### src/rtl/sha256_id_buffer.sv
// First-word-fall-through FIFO of {last, id} entries feeding sha256_id_validator.
// Entries leave in arrival order; occupancy is tracked by a registered counter.
module sha256_id_buffer #(
  parameter int ID_W = 6,
  parameter int DEPTH = 8,
  localparam int ADDR_W = $clog2(DEPTH)
) (
  input  logic              clk,
  input  logic              nrst,
  input  logic              en,
  input  logic              sync_rst,
  input  logic [ID_W-1:0]   id_in,
  input  logic              id_in_last,
  input  logic              id_in_valid,
  output logic              id_in_ready,
  output logic [ID_W-1:0]   id_out,
  output logic              id_out_last,
  output logic              id_out_valid,
  input  logic              id_out_ready,
  output logic [ADDR_W:0]   status_count,
  output logic              status_full,
  output logic              status_empty
);

  localparam logic [ADDR_W:0] FULL_CNT = (ADDR_W + 1)'(DEPTH);
  localparam logic [ADDR_W:0] PTR_ONE  = (ADDR_W + 1)'(1);

  logic [ID_W:0]   mem_r [DEPTH];
  logic [ADDR_W:0] wr_ptr_r;
  logic [ADDR_W:0] rd_ptr_r;
  logic [ADDR_W:0] count_r;
  logic            full_s;
  logic            empty_s;
  logic            active_s;
  logic            push_s;
  logic            pop_s;
  logic [ID_W:0]   head_s;

  // Wrap bit distinguishes full from empty when the addresses coincide.
  assign full_s   = (wr_ptr_r[ADDR_W-1:0] == rd_ptr_r[ADDR_W-1:0]) &&
                    (wr_ptr_r[ADDR_W] != rd_ptr_r[ADDR_W]);
  assign empty_s  = (wr_ptr_r == rd_ptr_r);
  assign active_s = nrst && en && !sync_rst;

  assign id_in_ready  = active_s && !full_s;
  assign id_out_valid = active_s && !empty_s;
  assign push_s       = id_in_valid && id_in_ready;
  assign pop_s        = id_out_valid && id_out_ready;

  // Storage array; contents survive flushes and are masked at the output when empty.
  always_ff @(posedge clk) begin
    if (push_s) begin
      mem_r[wr_ptr_r[ADDR_W-1:0]] <= {id_in_last, id_in};
    end
  end

  // Read and write pointers.
  always_ff @(posedge clk or negedge nrst) begin
    if (!nrst) begin
      wr_ptr_r <= {(ADDR_W + 1){1'b0}};
      rd_ptr_r <= {(ADDR_W + 1){1'b0}};
    end else if (sync_rst) begin
      wr_ptr_r <= {(ADDR_W + 1){1'b0}};
      rd_ptr_r <= {(ADDR_W + 1){1'b0}};
    end else begin
      if (push_s) begin
        wr_ptr_r <= wr_ptr_r + PTR_ONE;
      end
      if (pop_s) begin
        rd_ptr_r <= rd_ptr_r + PTR_ONE;
      end
    end
  end

  // Occupancy counter.
  always_ff @(posedge clk or negedge nrst) begin
    if (!nrst) begin
      count_r <= {(ADDR_W + 1){1'b0}};
    end else if (sync_rst) begin
      count_r <= {(ADDR_W + 1){1'b0}};
    end else begin
      case ({push_s, pop_s})
        2'b10:   count_r <= count_r + PTR_ONE;
        2'b01:   count_r <= count_r - PTR_ONE;
        default: count_r <= count_r;
      endcase
    end
  end

  // Head-of-queue mux, forced to zero while empty so reset state reads as 0.
  always_comb begin
    head_s = {(ID_W + 1){1'b0}};
    if (!empty_s) begin
      head_s = mem_r[rd_ptr_r[ADDR_W-1:0]];
    end else begin
      head_s = {(ID_W + 1){1'b0}};
    end
  end

  assign id_out       = head_s[ID_W-1:0];
  assign id_out_last  = head_s[ID_W];
  assign status_count = count_r;
  assign status_full  = (count_r == FULL_CNT);
  assign status_empty = (count_r == {(ADDR_W + 1){1'b0}});

endmodule

### config.mk
export PLATFORM = sky130hd
export DESIGN_NAME = sha256_id_buffer
export DESIGN_NICKNAME = d
export VERILOG_FILES = /design/src/rtl/sha256_id_buffer.sv
export SDC_FILE = /design/constraint.sdc
export NUM_CORES = 1
export LEC_CHECK = 0
export ABC_CLOCK_PERIOD_IN_PS = 3700
export CAP_MARGIN = 5
export CORE_MARGIN = 2
export CORE_UTILIZATION = 30
export DETAILED_ROUTE_END_ITERATION = 10
export GPL_TIMING_DRIVEN = 1
export PLACE_DENSITY = 0.57
export REMOVE_ABC_BUFFERS = 1
export SLEW_MARGIN = 20
export SYNTH_ARGS = -nofsm -noshare
export SYNTH_HDL_FRONTEND = slang
export SYNTH_SLANG_ARGS = --single-unit
### constraint.sdc
create_clock -name clk -period 3.7 [get_ports clk]
set_input_delay 0.74 -clock clk [delete_from_list [all_inputs] [get_ports clk]]
set_output_delay 0.74 -clock clk [all_outputs]
set_load 0.01 [all_outputs]
# Yosys cells after proc, flatten, opt, wreduce, memory -nomap -nowiden
# Memory sizes are Yosys's and may differ from the RTL's.
# Cells that the tools add are included.
# totals
register_bits	12
n_memories	1
out_inout_bits	15
ram_bits	56
input_bits	13
wordCells	37
# mem_list
name	depth	width	rd	rd_clocked_by_memory_dff	wr	line_no	source
mem_r	8	7	1	0	1	28	logic [ID_W:0] mem_r [DEPTH];
# classes
n_eq_ne	6
n_reduce_logical	14
addsub	4
n_mux	9
# ops
op	n
2-to-1 mux 4 bit	5
adder 4 x 1 -> 4 bit (second input constant)	3
one-hot mux 4 bit (2 select lines)	1
logical AND 1 bit	7
2-to-1 mux 7 bit	1
equality test 4 bit	1
equality test 4 bit (second input constant)	1
logical NOT 4 bit	1
nonzero test 2 bit	2
subtractor 4 x 1 -> 4 bit (second input constant)	1
equality test 3 bit	1
logical NOT 1 bit	3
nonzero test 3 bit	1
equality test 2 x 1 -> 1 bit (second input constant)	1
equality test 2 bit (second input constant)	1
2-to-1 mux 1 bit	2
inequality test 1 bit	1

# Logic depth before layout (Yosys ltp)
# Gate-level depths: netlist of run 1.
# depth
word_depth	8
ltp_mapped	11
depth_no_buf	10

# Worst setup path before layout of run 1
# OpenSTA, ideal clock, no wires.
# synth_path
path_type	input-to-reg
startpoint	in sync_rst
endpoint	reg count_r[3] (netlist: status_count[3])
stages	10
arrival_ns	2.591
path_slack_ns	0.963
t_required_ns	3.554
path_buffers	0
setup_time_ns	0.146
cell_sequence	and3b_1 nand2_1 nor2_1 and2_1 ha_1 a31oi_1 inv_1 a211oi_1 mux2i_1 o311ai_0
# synth_between
elab_chain_cells	7
word_cells_on_any_way	11
cone_classes	2 x eq/ne; 2 x mux; 7 x reduce/logical
# synth_rtl
element	line_no	source
start, declared	11	input logic sync_rst,
logical NOT 1 bit	43	assign active_s = nrst && en && !sync_rst;
logical AND 1 bit	43	
logical AND 1 bit, on equally long branches	46, 45	
logical AND 1 bit, on equally long branches	48, 47	
equality test 2 x 1 -> 1 bit / equality test 2 bit (equally long branches)	82	case ({push_s, pop_s})
one-hot mux 4 bit (2 select lines)	82	
2-to-1 mux 4 bit	79	end else if (sync_rst) begin
end signal, assigned	80	count_r <= {(ADDR_W + 1){1'b0}};
end signal, assigned	83	2'b10: count_r <= count_r + PTR_ONE;
end signal, assigned	84	2'b01: count_r <= count_r - PTR_ONE;
end, declared	31	logic [ADDR_W:0] count_r;
# Parallel ways exist; a longest one is shown, timed or not.
# A chain may end at the register's enable or synchronous reset.

# Final worst setup path of run 1
# layout_path
startpoint	reg rd_ptr_r[0]
endpoint	out id_out[3]
# layout_between
elab_chain_cells	2
word_cells_on_any_way	3
cone_classes	1 x eq/ne; 1 x mux; 1 x memory
# layout_rtl
element	line_no	source
start, declared	30	logic [ADDR_W:0] rd_ptr_r;
start signal, assigned	61	rd_ptr_r <= {(ADDR_W + 1){1'b0}};
start signal, assigned	64	rd_ptr_r <= {(ADDR_W + 1){1'b0}};
start signal, assigned	70	rd_ptr_r <= rd_ptr_r + PTR_ONE;
memory (8 x 7 bit) / equality test 4 bit (equally long branches)	-	
2-to-1 mux 7 bit (*)	93	if (!empty_s) begin
end, declared	16	output logic [ID_W-1:0] id_out,
# Every way passes the cells marked *; elsewhere a longest branch is shown, timed or not.

==> results of run 1 <==
==> per-stage QoR <==
step / util / hold slack, ns / power (mW) / instances
after global placement: 0.354 / 0.542 / 0.916 / 362
after CTS: 0.374 / 0.568 / 1.55 / 377
after detailed placement: 0.354 / 0.553 / 0.916 / 362
after floorplan: - / 0.444 / 0.874 / 185
after global routing: 0.374 / 0.605 / 1.59 / 377
final: 0.374 / 0.561 / 1.53 / 377
==> placed cells by master (no fill, tap or decap), types with 4 or more instances in the layout <==
master and count:
dfrtp_1 12, mux2i_1 9, mux4_2 14, xor2_1 5, buf_4 14, nor2_1 20, edfxtp_1 56, clkdlybuf4s50_1 27
nor3_1 4, nand2_1 6, clkbuf_8 9, a21oi_1 4, xnor2_1 7, ha_1 4
==> report_power, final <==
| group | internal [mW] | switching [mW] |
|---|---|---|
| clock network | 0.374 | 0.261 |
| registers | 0.831 | 0.00329 |
| logic | 0.0306 | 0.0337 |
| total | 1.24 | 0.298 |
==> cells in the mapped netlist, types with 2 or more instances <==
master / number / area share
a31oi_1: 2 / 0.0040
nor2b_1: 3 / 0.0060
buf_2: 3 / 0.0048
o21ai_0: 3 / 0.0048
nand2b_1: 2 / 0.0040
mux2i_1: 9 / 0.029
and2_1: 3 / 0.0060
ha_1: 4 / 0.016
nand2_1: 6 / 0.0072
o21ai_2: 2 / 0.0056
o211ai_1: 2 / 0.0048
nor3_1: 4 / 0.0064
inv_1: 3 / 0.0036
nor4_1: 2 / 0.0040
nand4_1: 2 / 0.0040
dfrtp_1: 12 / 0.096
nor2_1: 20 / 0.024
mux4_2: 14 / 0.10
a21oi_1: 4 / 0.0064
buf_6: 3 / 0.011
edfxtp_1: 56 / 0.54
xor2_2: 2 / 0.010
xnor2_1: 7 / 0.020
clkbuf_1: 2 / 0.0024
xor2_1: 5 / 0.014
==> per-layer routing <==
layer	GRT usage	routed length, um
met1	0.165	2960
met2	0.176	2800
met5	0	0
met4	0.0376	59
met3	0.0405	315
==> worst max-delay path by stage <==
stage,slack [ns],cells past startpoint,endpoint
detailed placement,0.39,11,status_count[3]$_DFFE_PN0P_
floorplan,-0.13,10,status_count[3]$_DFFE_PN0P_
global route,0.39,5,id_out[4]
finish,0.54,5,id_out[3]
CTS,0.48,5,id_out[0]
global placement,0.46,11,status_count[3]$_DFFE_PN0P_
==> sequential cells by signal, summed over array words and instances (netlist names) <==
| register | count |
|---|---|
| mem_r | 56 |
| rd_ptr_r | 4 |
| status_count | 4 |
| wr_ptr_r | 4 |
==> cell type report <==
cell class              instances  area share
flip-flops and latches         68       0.517
multi-input cells             114       0.284
repair buffers                 41      0.0980
well taps                     136      0.0444
clock buffers                  10      0.0333
clock inverters                 5      0.0203
inverters                       3     0.00294
==> cell families after synthesis <==
kind of cell	after synthesis
and+or+nand+nor	52
buffers and inverters	12
DFF	68
xor gates and xnor gates	15
adders and majority gates	4
muxes	23
AOI/OAI and AO/OA	20
==> critical path, cell delays in order, from the launching register on <==
cell             delay, ns
dfrtp_1               0.44
buf_4                 0.38
mux4_2                0.55
mux2i_1               0.15
nor2_1                0.07
clkdlybuf4s50_1       0.48
==> out/metrics.yaml, run 1 <==
status: "completed"
multiInputGateArea_um2: 1090
hold_viol: 0
min_from: "wr_ptr_r[3]$_DFFE_PN0P_"
htree_levels: 3
grt_pass1_vias: 1801
worst_pin_slew_ns: 0.513
synth-xor-area-share: 0.0527
setup_slack_ns: 0.538
async_flop_share: 0.176
crit_start: "rd_ptr_r[0]$_DFFE_PN0P_"
synth_compound_area_frac: 0.0598
drive_gt1_frac: 0.212
ys_types: 44
cts-root-buf: "clkbuf_8"
hold_path_class: "flip-flop to flip-flop"
antenna_cells: 0
clkTransAtPathRegs_ns: 0.06
synth_edf_count: 56
synthCells: 194
die_w_um: 106
muxShareOfSynthArea: 0.129
period_needed_ns: 3.16
final_antenna_net_count: 0
skew_ns: 0.00832
min_delay_path_depth: 2
synth_top_family_by_area: "multiplexers"
cellPowerDensity_nw_per_um2: 400
area_delta_synth_final_pct: 22.1
seq_area_frac_synth: 0.632
regToRegSetupSlack_ns: 0.91
design_area_um2: 3830
track_usage: 0.119
wire_per_inst_um: 16.3
reg2regPathDepth: 10
drc: 0
cts_buffers: 9
die-area_um2: 11300
num-nets-final: 254
routed_wirelength_um: 6140
cts.sinks: 68
cts_tree: "built"
rows: 37
synthAdderAreaFrac: 0.0160
io_pins: 28
path_max_fanout: 18
setup.worst_path.class: "flip-flop to output pin"
via_count: 1750
drv_slew: 0
core-area_um2: 10200
synth-simple-area-share: 0.0866
syn_area_um2: 3140
setup_viol: 0
peakVddDrop_mv: 0.293
pre_cts_slack_ns: 0.391
grt_max_degree: 19
regToRegStartpoint: "wr_ptr_r[0]$_DFFE_PN0P_"
fillerInstances: 976
cts_resized: 0
dpl.hpwl_um: 3930
rsz0062_at_grt: "false"
hold_end: "wr_ptr_r[3]$_DFFE_PN0P_"
slew-limit-headroom: 0.657
drt_iter0_drc: 107
timing.final.crit_share: 0.855
gp_congestion: 0.764
drv_cap: 0
setup_tns_ns: 0
drtPass1Iterations: 4
leakage_nw: 1.27
antenna_found_initial: 0
overflow: 0
ff_latch_area_um2: 1980
arrival_ns: 2.42
die_h_um: 106
cts_hold_buf: 0
placed_area_um2: 3620
r2r-end: "status_count[3]$_DFFE_PN0P_"
postCtsSetupRepairBufs: 0
ys_ff_latch: 68
yosys_most_used_dff: "edfxtp_1"
fmax_mhz: 316
cp-end-kind: "output pin"
clkLatencyLatePin_ns: 0.34
avgSynthCellArea_um2: 16.2
start_util: 0.307
place.port_buffers: 27
start_kind: "flip-flop"
vias_per_cell: 4.64
clock_path_buffers: 2
ys_warn_count: 0
grt_pass1_wl_um: 9840
cp.required_ns: 2.96
Note: power is estimated with default switching activity, not from simulation.
==> run 2, diff against run 1 <==
HOLD_SLACK_MARGIN = 0.1   (was unset)
==> results of run 2 <==
Final layout, timing and power as in run 1 (identical DEF).
==> run 3, diff against run 2 <==
PLACE_DENSITY = 0.55   (was 0.57)
==> run 3 against run 2 <==
Compared with the run above:
- power up 2.5%
- hold slack better by 0.011 ns
- critical path depth unchanged
- largest power group unchanged
- sequential power about the same
- sequential share of layout area down 0.40 points
- worst setup slack better by 0.0047 ns
- routed wire length up 2.1%
- register-to-register slack worse by 0.02 ns
- flip-flop and latch count unchanged
==> out/metrics.yaml, run 3 (synthesized netlist as in run 1, its figures left out) <==
die_w_um: 106
cts.sinks: 68
worst_pin_slew_ns: 0.537
setup_viol: 0
cts_hold_buf: 0
min_from: "rd_ptr_r[3]$_DFFE_PN0P_"
design_power_total_mw: 1.57
fmax_mhz: 317
wire_per_inst_um: 16.6
grt_max_degree: 18
place.port_buffers: 27
fillerInstances: 983
r2r-end: "status_count[3]$_DFFE_PN0P_"
rows: 37
final_cell_mix: "edfxtp_1, clkdlybuf4s50_1, nor2_1, mux4_2, buf_4"
drv_slew: 0
cts_tree: "built"
multiInputGateArea_um2: 1090
regToRegStartpoint: "wr_ptr_r[0]$_DFFE_PN0P_"
vias_per_cell: 4.69
path_max_fanout: 14
start_kind: "flip-flop"
reg2regPathDepth: 10
drv_cap: 0
core-area_um2: 10200
leakage_nw: 1.28
antenna_cells: 0
drc: 0
drt_iter0_drc: 81
final_antenna_net_count: 0
timing.final.crit_share: 0.853
start_util: 0.307
slew-limit-headroom: 0.641
hold_viol: 0
peakVddDrop_mv: 0.203
clkTransAtPathRegs_ns: 0.07
io_pins: 28
hold_end: "rd_ptr_r[3]$_DFFE_PN0P_"
routed_wirelength_um: 6270
area_delta_synth_final_pct: 23.1
fin_util: 0.377
hold_path_class: "flip-flop to flip-flop"
cp.required_ns: 2.96
period_needed_ns: 3.16
drive_gt1_frac: 0.223
regToRegSetupSlack_ns: 0.89
cts_buffers: 9
overflow: 0
min_delay_path_depth: 2
dpl.hpwl_um: 4110
via_count: 1773
drtPass1Iterations: 4
postCtsSetupRepairBufs: 0
largest_reg_flops: 56
antenna_found_initial: 0
setup.worst_path.class: "flip-flop to output pin"
die_h_um: 106
track_usage: 0.123
cellPowerDensity_nw_per_um2: 407
skew_ns: 0.00704
clock_path_buffers: 2
htree_levels: 3
grt_pass1_vias: 1886
cp-end-kind: "output pin"
status: "completed"
num-nets-final: 254
cts_resized: 0
final_common_cell: "edfxtp_1"
die-area_um2: 11300
arrival_ns: 2.42
gp_congestion: 0.708
cts-root-buf: "clkbuf_8"
grt_pass1_wl_um: 10200
clkLatencyLatePin_ns: 0.34
rsz0062_at_grt: "false"
ff_latch_area_um2: 1980
## run 3: worst max path at each step
stage / startpoint / endpoint / slack (ns) / depth (start not counted)
finish: rd_ptr_r[0]$_DFFE_PN0P_ / id_out[3] / 0.54 / 5
global route: rd_ptr_r[0]$_DFFE_PN0P_ / id_out[1] / 0.41 / 5
CTS: rd_ptr_r[0]$_DFFE_PN0P_ / id_out[4] / 0.49 / 5
detailed placement: en / status_count[3]$_DFFE_PN0P_ / 0.34 / 11
global placement: en / status_count[3]$_DFFE_PN0P_ / 0.44 / 11
floorplan: rd_ptr_r[0]$_DFFE_PN0P_ / status_count[3]$_DFFE_PN0P_ / -0.13 / 10
## run 3: per-layer routing
metal	vias up	GRT usage	part of all wire	wire [um]
li1	834	-	-	-
met1	888	0.153	0.43	2730
met2	43	0.207	0.50	3100
met3	8	0.0399	0.058	365
met4	0	0.0338	0.011	72
met5	-	0	0	0
## run 3: power by group
part           switching [mW]  internal [mW]
sequential            0.00357          0.831
clock                   0.290          0.383
combinational          0.0339         0.0308
## run 3: worst max-delay path, cell delays in order (launching register included)
cell and delay [ns]:
dfrtp_1 0.62, buf_12 0.24, mux4_2 0.52, mux2i_1 0.14
nor2_1 0.07, clkdlybuf4s50_1 0.48
## run 3: area by class of cell
cell class | count | area share
clock buffers | 9 | 0.0321
clock inverters | 7 | 0.0256
inverters | 3 | 0.00292
multi-input cells | 114 | 0.281
flip-flops and latches | 68 | 0.513
well taps | 136 | 0.0441
repair buffers | 41 | 0.100
## run 3: per-stage QoR
| stage | cells | hold WS, ns | area [um2] | TNS, ns | setup WS [ns] |
|---|---|---|---|---|---|
| floorplan | 185 | 0.444 | 3070 | -0.134 | -0.134 |
| global placement | 362 | 0.543 | 3640 | 0 | 0.440 |
| detailed placement | 362 | 0.559 | 3640 | 0 | 0.345 |
| CTS | 378 | 0.575 | 3860 | 0 | 0.486 |
| global route | 378 | 0.633 | 3860 | 0 | 0.411 |
| finish | 378 | 0.572 | 3860 | 0 | 0.543 |
